## src/rtl/sent_rx_pkg.sv

```systemverilog
// Shared types and constants for the SENT receive path: FSM states, pulse
// class limits and the CRC-checker enable codes.
package sent_rx_pkg;

  typedef enum logic [2:0] {
    HUNT,
    STATUS,
    DATA,
    CRC_NIB,
    POST
  } rx_state_t;

  localparam int SYNC_TICKS = 56;
  localparam int NIB_MIN    = 12;
  localparam int NIB_MAX    = 27;
  localparam int PAUSE_MAX  = 768;

  localparam logic [2:0] FAST6 = 3'b001;
  localparam logic [2:0] FAST4 = 3'b010;
  localparam logic [2:0] FAST3 = 3'b011;

  // 2'b11 falls back to the 6-nibble format.
  function automatic logic [2:0] nib_count(input logic [1:0] cfg);
    case (cfg)
      2'b01:   return 3'd4;
      2'b10:   return 3'd3;
      default: return 3'd6;
    endcase
  endfunction

  function automatic logic [2:0] enable_code(input logic [1:0] cfg);
    case (cfg)
      2'b01:   return FAST4;
      2'b10:   return FAST3;
      default: return FAST6;
    endcase
  endfunction

endpackage

```

## src/rtl/sent_rx_pulse_timer.sv

```systemverilog
// Falling-edge detector and rounded tick counter for the synchronised SENT line.
// period_ticks is the length of the period that ends on the current edge.
module sent_rx_pulse_timer #(
  parameter int CLKS_PER_TICK = 4,
  parameter int MAX_TICKS     = 1023
) (
  input  logic       clk_rx,
  input  logic       reset_rx,
  input  logic       sent_rx_in,
  output logic       edge_evt,
  output logic [9:0] period_ticks,
  output logic       timeout
);

  localparam int PW = $clog2(CLKS_PER_TICK);
  localparam logic [PW-1:0] PRESC_LAST = PW'(CLKS_PER_TICK - 1);
  localparam logic [PW-1:0] PRESC_HALF = PW'(CLKS_PER_TICK / 2);
  localparam logic [9:0]    TICK_SAT   = 10'(MAX_TICKS);

  logic          sent_q;
  logic          armed;
  logic          fall;
  logic [PW-1:0] presc;
  logic [9:0]    ticks;

  assign fall = sent_q & ~sent_rx_in;

  // NOTE: state registers use non-blocking assignments so every flop samples
  // pre-edge values regardless of statement order.
  always_ff @(posedge clk_rx) begin
    if (!reset_rx) begin
      sent_q <= 1'b0;
      armed  <= 1'b0;
      presc  <= '0;
      ticks  <= '0;
    end else begin
      sent_q <= sent_rx_in;
      if (fall) begin
        // Starting half-way through a tick makes the count round to nearest.
        presc <= PRESC_HALF;
        ticks <= '0;
        armed <= 1'b1;
      end else if (presc == PRESC_LAST) begin
        presc <= '0;
        if (ticks != TICK_SAT) ticks <= ticks + 10'd1;
      end else begin
        presc <= presc + PW'(1);
      end
    end
  end

  // The first edge after reset only opens a measurement window.
  assign edge_evt     = fall & armed;
  assign period_ticks = ticks;
  assign timeout      = (ticks == TICK_SAT);

endmodule

```

## src/rtl/sent_rx_frame_decode.sv

```systemverilog
// SENT fast-channel frame decoder: classifies pulse periods, assembles the
// frame and runs the one-frame-at-a-time handshake with the CRC checker.
module sent_rx_frame_decode
  import sent_rx_pkg::*;
#(
  parameter int CLKS_PER_TICK = 4,
  parameter int SYNC_TOL      = 1,
  parameter int MAX_TICKS     = 1023
) (
  input  logic        clk_rx,
  input  logic        reset_rx,
  input  logic        sent_rx_in,
  input  logic [1:0]  cfg_data_nibbles,
  input  logic [1:0]  crc_check_done,
  input  logic        valid_data_fast,
  output logic [2:0]  enable_crc_check,
  output logic [27:0] data_fast_check_crc,
  output logic [3:0]  status_nibble,
  output logic        rx_frame_done,
  output logic        rx_frame_ok,
  output logic        frame_error,
  output logic        overrun
);

  logic       edge_evt;
  logic       timeout;
  logic [9:0] period_ticks;

  sent_rx_pulse_timer #(
    .CLKS_PER_TICK(CLKS_PER_TICK),
    .MAX_TICKS    (MAX_TICKS)
  ) u_timer (
    .clk_rx      (clk_rx),
    .reset_rx    (reset_rx),
    .sent_rx_in  (sent_rx_in),
    .edge_evt    (edge_evt),
    .period_ticks(period_ticks),
    .timeout     (timeout)
  );

  logic is_sync, is_nib, is_pause;
  logic [3:0] nib_val;

  assign is_sync  = (period_ticks >= 10'(SYNC_TICKS - SYNC_TOL)) &&
                    (period_ticks <= 10'(SYNC_TICKS + SYNC_TOL));
  assign is_nib   = (period_ticks >= 10'(NIB_MIN)) && (period_ticks <= 10'(NIB_MAX));
  assign is_pause = (period_ticks >= 10'(NIB_MIN)) && (period_ticks <= 10'(PAUSE_MAX)) && !is_sync;
  assign nib_val  = 4'(period_ticks - 10'(NIB_MIN));

  rx_state_t   state, state_nxt;
  logic [3:0]  status_q;
  logic [1:0]  cfg_q;
  logic [2:0]  nib_cnt;
  logic [23:0] shift_q;
  logic        pause_seen;
  logic        busy;
  logic [2:0]  launch_code;

  logic err, latch_status, shift_en, submit, pause_set, pause_clr;
  logic done_now;

  assign done_now = busy && (crc_check_done == 2'b01);

  // NOTE: every output of this block gets a default first, so no path can
  // leave a value unassigned and infer a latch.
  always_comb begin
    state_nxt    = state;
    err          = 1'b0;
    latch_status = 1'b0;
    shift_en     = 1'b0;
    submit       = 1'b0;
    pause_set    = 1'b0;
    pause_clr    = 1'b0;
    if (timeout && state != HUNT) begin
      err       = 1'b1;
      state_nxt = HUNT;
    end else if (edge_evt) begin
      case (state)
        HUNT: if (is_sync) state_nxt = STATUS;
        STATUS: begin
          if (is_nib) begin
            latch_status = 1'b1;
            state_nxt    = DATA;
          end else if (is_sync) begin
            err = 1'b1;
          end else begin
            err       = 1'b1;
            state_nxt = HUNT;
          end
        end
        DATA, CRC_NIB: begin
          if (is_nib) begin
            if (state == CRC_NIB) begin
              submit    = 1'b1;
              pause_clr = 1'b1;
              state_nxt = POST;
            end else begin
              shift_en = 1'b1;
              if (nib_cnt + 3'd1 == nib_count(cfg_q)) state_nxt = CRC_NIB;
            end
          end else begin
            err       = 1'b1;
            state_nxt = is_sync ? STATUS : HUNT;
          end
        end
        POST: begin
          if (is_sync) begin
            pause_clr = 1'b1;
            state_nxt = STATUS;
          end else if (is_pause && !pause_seen) begin
            pause_set = 1'b1;
          end else begin
            err       = 1'b1;
            state_nxt = HUNT;
          end
        end
        default: state_nxt = HUNT;
      endcase
    end
  end

  always_ff @(posedge clk_rx) begin
    if (!reset_rx) begin
      state               <= HUNT;
      status_q            <= '0;
      cfg_q               <= '0;
      nib_cnt             <= '0;
      shift_q             <= '0;
      pause_seen          <= 1'b0;
      busy                <= 1'b0;
      launch_code         <= '0;
      enable_crc_check    <= '0;
      data_fast_check_crc <= '0;
      status_nibble       <= '0;
      rx_frame_done       <= 1'b0;
      rx_frame_ok         <= 1'b0;
      frame_error         <= 1'b0;
      overrun             <= 1'b0;
    end else begin
      state         <= state_nxt;
      frame_error   <= err;
      rx_frame_done <= 1'b0;
      overrun       <= 1'b0;

      if (latch_status) begin
        status_q <= nib_val;
        cfg_q    <= cfg_data_nibbles;
        nib_cnt  <= '0;
        shift_q  <= '0;
      end
      if (shift_en) begin
        shift_q <= {shift_q[19:0], nib_val};
        nib_cnt <= nib_cnt + 3'd1;
      end
      if (pause_clr)      pause_seen <= 1'b0;
      else if (pause_set) pause_seen <= 1'b1;

      // A frame that met a same-cycle done launches one cycle later, so the
      // checker always observes enable at zero between frames.
      if (launch_code != 3'b000) begin
        enable_crc_check <= launch_code;
        busy             <= 1'b1;
        launch_code      <= '0;
      end
      if (done_now) begin
        enable_crc_check <= '0;
        busy             <= 1'b0;
        rx_frame_done    <= 1'b1;
        rx_frame_ok      <= valid_data_fast;
      end
      if (submit) begin
        if (busy && !done_now) begin
          overrun <= 1'b1;
        end else begin
          data_fast_check_crc <= {shift_q, nib_val};
          status_nibble       <= status_q;
          if (done_now) begin
            launch_code <= enable_code(cfg_q);
          end else begin
            enable_crc_check <= enable_code(cfg_q);
            busy             <= 1'b1;
          end
        end
      end
    end
  end

endmodule

```

## config.mk

```make
export PLATFORM = sky130hd
export DESIGN_NAME = sent_rx_frame_decode
export DESIGN_NICKNAME = d
export VERILOG_FILES = /design/src/rtl/sent_rx_pkg.sv /design/src/rtl/sent_rx_pulse_timer.sv /design/src/rtl/sent_rx_frame_decode.sv
export SDC_FILE = /design/constraint.sdc
export NUM_CORES = 1
export LEC_CHECK = 0
export CORE_MARGIN = 1.5
export CORE_UTILIZATION = 35
export DETAILED_ROUTE_END_ITERATION = 12
export PLACE_DENSITY = 0.56
export RECOVER_POWER = 100
export SLEW_MARGIN = 20
export SYNTH_ARGS = -nofsm -noshare
export SYNTH_HDL_FRONTEND = slang
export SYNTH_SLANG_ARGS = --single-unit
```

## constraint.sdc

```tcl
create_clock -name clk_rx -period 4.8 [get_ports clk_rx]
set_clock_uncertainty 0.15 [all_clocks]
set_input_delay 0.48 -clock clk_rx [delete_from_list [all_inputs] [get_ports clk_rx]]
set_output_delay 0.48 -clock clk_rx [all_outputs]
set_load 0.01 [all_outputs]
```

### Word level (Yosys, flattened, before mapping)

Index checks and enable logic that the tools add are counted.

* register bits: 94
* input bits: 8
* output and inout port bits: 39
* word-level logic and storage cells: 142

* add/subtract/negate cells: 4
* $lt $le $gt $ge: 5
* equal/unequal tests: 15
* muxes and demuxes: 68
* bitwise gates (word level): 5
* reduce and logical (&&, ||, !) cells: 25

Operator list (count)
* $mux 3: 24
* $mux 24: 2
* $mux 1: 35
* $pmux 3 s4: 1
* $add 10x1->10 const B: 1
* $eq 10x10->1 const B: 1
* $ge 10x4->1 const B: 1
* $ge 10x6->1 const B: 1
* $le 10x10->1 const B: 1
* $le 10x5->1 const B: 1
* $le 10x6->1 const B: 1
* $ne 10x10->1 const B: 1
* $logic_and 1x1->1: 8
* $reduce_or 2->1: 4
* $eq 3x2->1 const B: 2
* $ne 3x3->1 const B: 2
* $pmux 3 s2: 1
* $reduce_and 2->1: 3
* $reduce_bool 3->1: 2
* $reduce_or 3->1: 2
* $reduce_and 5->1: 1
* $eq 2x1->1 const B: 2
* $eq 2x2->1 const B: 2
* $mux 2: 2
* 15 further kinds: 21

### Logic depth before layout (Yosys ltp)

* depth after elaboration: 12
* mapped depth: 10

### Cells and area by module

From an unflattened synthesis, not the netlist that was laid out.

* cell total of the unflattened synthesis: 453
* area, all modules: 3936.3 µm²

By module, submodules not included
* sent_rx_frame_decode: times used 1, cells an instance 378, area each 3288.2 µm², sequential area each 1601.5 µm²
* sent_rx_pulse_timer: times used 1, cells an instance 75, area each 648.1 µm², sequential area each 280.3 µm²

### Worst setup path after synthesis

Ideal clock, no wire load.

* path type: flip-flop to flip-flop
* start: register u_timer.ticks[0], in the netlist u_timer.period_ticks[0]
* end: register data_fast_check_crc[2]
* library setup time: 69 ps
* arrival time: 2300 ps
* data required time: 4581 ps
* setup slack: 2281 ps
* stages on the path, launching flop included: 11
* buffers on the path: 3
* period minus slack after synthesis: 2519 ps
* path through: dfxtp_1 -> ha_1 -> nand4_1 -> or4_1 -> clkbuf_1 -> nand4_1 -> nand2b_1 -> buf_2 -> buf_2 -> nand3_1 -> o21ai_1

* word-level cells in the longest chain between the ends: 7
* elaborated cells between the ends (all ways): 11
* classes of those cells: add/sub (1); order compare (2); eq/ne (1); mux (4); reduce/logical (3)

Ends and longest elaborated chain
* start: declaration: RTL line sent_rx_pulse_timer.sv:24 `logic [9:0] ticks;`
* start signal: assignment: RTL line sent_rx_pulse_timer.sv:45 `if (ticks != TICK_SAT) ticks <= ticks + 10'd1;`
* $ge 10x4->1 / $le 10x5->1 (equally long branches): RTL line sent_rx_frame_decode.sv:46 `assign is_nib = (period_ticks >= 10'(NIB_MIN)) && (period_ticks <= 10'(NIB_MAX));`
* $logic_and 1x1->1: RTL line sent_rx_frame_decode.sv:46
* $mux 1: RTL line sent_rx_frame_decode.sv:92 `if (is_nib) begin`
* $mux 1: RTL line sent_rx_frame_decode.sv:78 `case (state)`
* $mux 1: RTL line sent_rx_frame_decode.sv:77 `end else if (edge_evt) begin`
* $mux 1: RTL line sent_rx_frame_decode.sv:74 `if (timeout && state != HUNT) begin`
* $reduce_and 2->1 (no source line)
* end signal: assignment: RTL line sent_rx_frame_decode.sv:175 `data_fast_check_crc <= {shift_q, nib_val};`
* end: declaration: RTL line sent_rx_frame_decode.sv:17 `output logic [27:0] data_fast_check_crc,`

Several ways; a longest one is shown, not always the timed one.
A chain may end at the register's enable or synchronous reset.

### Worst setup path in the final report

* start: register u_timer.ticks[0], in the netlist u_timer.period_ticks[0]
* end: register shift_q[11]

* word-level cells in the longest chain between the ends: 7
* elaborated cells between the ends (all ways): 15
* classes of those cells: order compare (2); eq/ne (1); mux (9); reduce/logical (3)

Ends and longest elaborated chain
* $ge 10x4->1 / $le 10x5->1 (equally long branches): RTL line sent_rx_frame_decode.sv:46
* $logic_and 1x1->1: RTL line sent_rx_frame_decode.sv:46
* $mux 1 (on tied branches): RTL line sent_rx_frame_decode.sv:92, sent_rx_frame_decode.sv:81
* $mux 1: RTL line sent_rx_frame_decode.sv:78
* $mux 1: RTL line sent_rx_frame_decode.sv:77
* $mux 1: RTL line sent_rx_frame_decode.sv:74
* $mux 24 / $reduce_bool 2->1 (equally long branches)
* end signal: assignment: RTL line sent_rx_frame_decode.sv:152 `shift_q <= {shift_q[19:0], nib_val};`
* end: declaration: RTL line sent_rx_frame_decode.sv:54 `logic [23:0] shift_q;`

Several ways; a longest one is shown, not always the timed one.

==> results.md <==
* Status: complete, but fails checks
* Failing checks: capacitance limit, slew limit
* Reg2reg path depth at 7
* # resized after CTS at 0
* 1st-iter DRT viols at 142
* CTS tree: yes
* PortBufs at 46
* Share of flip-flops with an asynchronous set or reset at 0%
* Clock transition at path regs at 90 ps
* Post-DP HPWL at 5540 um
* Rel. slew slack at -13.8%
* Worst skew pair latency at 360 ps
* Clock Tree Buf Depth at 2
* Crit path launch type: register
* GRT Total Usage at 14.8%
* Worst-Margin Slew at 1700 ps
* Layout area overhead at 17.7%
* Synth Area per Inst at 8.74 um^2
* CP arrival at 3790 ps
* Die H at 109 um
* Total grt overflow at 0
* Slowest CP cell: nor3_2
* Uppermost layer routed: met4
* Cell Area, Placed at 4440 um^2
* Antenna cell count at 0
* Number of global-route vias before repair at 2849
* Minimum clock period at 3640 ps
* Root Driver: clkbuf_8
* VDD IR-drop max at 147 uV
* Hold Crit Depth at 1
* Int Pwr at 1060 uW
* Final hold slack at 282 ps
* Max FO, Critical Path at 27
* Worst path required time at 4950 ps
* Cell family with most CP delay: simple AND/OR/NAND/NOR gates
* Total CTS buffers at 9
* PD cells at 297 nW/um^2
* WP depth at 7
* Clk pwr share at 39.6%
* Top cells by area, synth: dfxtp_1 (48%), nor2b_1 (5.7%), nand2_1 (5.2%)
* Design area at 4640 um^2
* Post-Route WL at 8260 um
* Leading area contributor after synthesis: dfxtp_1
* Largest net degree at the start of global routing at 88
* Number of antenna violations at the first check in global routing at 0
* Post-synthesis instance area at 3940 um^2
* Synth top area share at 47.7%
* Post-synth EDFFs at 0
* Sw Ratio at 22.9%
* Drt via density at 4.99
* HP Class: register to register
* Fill cells at 1104
* Post-CTS setup buffer count at 0
* Max Slew Vio Count at 28
* Met1 WL at 3940 um
* Pleak at 0.00167 uW
* Distinct cells, synth at 46
* Post-route ant nets at 0
* Layout cell share with drive strength beyond 1 at 4.97%
* Vias at 3107
* DR pass1 iterations at 4
* RSZ-0062 raised after global routing: no
* CP cell instances: ha_1 -> a21boi_0 -> a2111oi_4 -> nand3_2 -> nor3_2 -> a22oi_1 -> nor2b_1
* Maxcap violations at 1
* Setup Viol. Count Final at 0
* Seq/Total Area, Yosys at 47.7%
* Largest stage delay, worst path at 1320 ps
* Met3 wire len at 282 um
* Htree depth at 3
* Starting Density at 36.2%
* Core footprint at 10900 um^2
* Post-Synthesis Cells at 451
* Die width at 109 um
* # IOs at 47
* WL/cell at 13.3 um
* Routability cong. at 0.843
* Final net count at 498
* Fin. Hold Viols at 0
* Mapped Nets at 471
* Worst path bufs/invs at 0
* Sw Pwr at 315 uW
* Routed wl met2 at 3900 um
* Comb power frac at 3.0%
* Worst setup path category: register to register
* Period utilisation layout at 75.9%
* Final setup TNS at 0 ps
* Top_reg_cell synth: dfxtp_1
* CP Capture Type: register
* Yosys Warn Count at 0
* Die footprint at 11900 um^2
* Row Count at 38
* Reg power frac at 57.3%
* Remaining DRCs at 0
* CTS sink cnt at 94
* Number of synthesized register bits at 94
* CTS Hold Bufs at 0
* Peak Freq at 0.274 GHz
* First-pass GRT wire length at 13800 um
-- synthesized netlist by cell type, drive strengths merged (6+ instances only) --
cell type and n:
dfxtp 94, nand2 55, o21ai 41, nand3 37
nor2b 36, nor2 27, a22oi 25, clkbuf 19
buf 12, ha 12, inv 11, a21oi 10
nor3 8, mux2i 6, xnor2 6
-- final timing paths --
path              slack [ps]                                  from                     endpoint
setup / recovery        1160  u_timer.period_ticks[0]$_SDFFE_PP0P_     shift_q[11]$_SDFFE_PN0P_
hold / removal           280           u_timer.presc[0]$_SDFF_PP0_  u_timer.presc[0]$_SDFF_PP0_
setup reg to reg        1160  u_timer.period_ticks[0]$_SDFFE_PP0P_     shift_q[11]$_SDFFE_PN0P_
hold reg to reg          280           u_timer.presc[0]$_SDFF_PP0_  u_timer.presc[0]$_SDFF_PP0_
-- layout by cell type, fill, tap and decap left out, types with 6 or more instances in the layout --
master	count
nor2b_1	36
xnor2_1	6
o21ai_0	40
nand2_1	55
a22oi_1	25
inv_1	11
ha_1	12
a21oi_1	10
clkbuf_8	10
nand3_1	36
dfxtp_1	94
mux2i_1	6
dlygate4sd3_1	41
nor2_1	27
nor3_1	7
-- cells by family (layout without fill, tap and decap cells) --
logic type | count (synthesis) | in the layout | share of synthesized area [%]
simple gates | 187 | 187 | 23.7
compound gates | 98 | 98 | 16.0
flops | 94 | 94 | 47.7
buf+inv | 42 | 74 | 4.64
fa+ha+maj | 12 | 12 | 3.81
xor+xnor | 10 | 10 | 2.22
mux | 7 | 7 | 1.81
other cells | 1 | 1 | 0.0951
-- final cells by class --
class / count / area [um^2] / share of cell area (%)
well taps: 140 / 175 / 3.77
multi-input cells: 315 / 1870 / 40.4
repair buffers: 47 / 463 / 9.98
inverters: 11 / 41.3 / 0.890
flip-flops and latches: 94 / 1880 / 40.5
clock buffers: 10 / 138 / 2.97
clock inverters: 6 / 68.8 / 1.48
-- power by group through the flow --
stage	Combinational (uW)	Clock, uW	Sequential [uW]
6_report	41.7	546	790
5_1_grt	46.8	598	791
4_1_cts	43.0	566	790
3_5_place_dp	42.7	0	808
3_3_place_gp	42.6	0	808
2_1_floorplan	30.2	0	806
-- sequential cells by signal (all words and copies together), names as in the netlist --
name and cells:
data_fast_check_crc 28, shift_q 24, u_timer.period_ticks 10, status_nibble 4, status_q 4, enable_crc_check 3
launch_code 3, nib_cnt 3, state 3, cfg_q 2, u_timer.presc 2, busy 1
frame_error 1, overrun 1, pause_seen 1, rx_frame_done 1, rx_frame_ok 1, u_timer.armed 1
u_timer.sent_q 1
-- per-layer routing --
layer	vias up	global-route usage, %
li1	1612	-
met1	1433	18.6
met2	50	24.1
met3	12	3.95
met4	0	5.92
met5	-	0
-- through the flow --
stage	worst slack, ps	cells	total power [uW]	util [%]
final	1160	623	1380	42.6
after global routing	722	623	1440	42.6
after CTS	1400	623	1400	42.7
after detailed placement	1410	607	851	40.8
after global placement	1470	607	850	40.8
after floorplan	2280	451	837	-
Power figures use the tool's default switching activity.
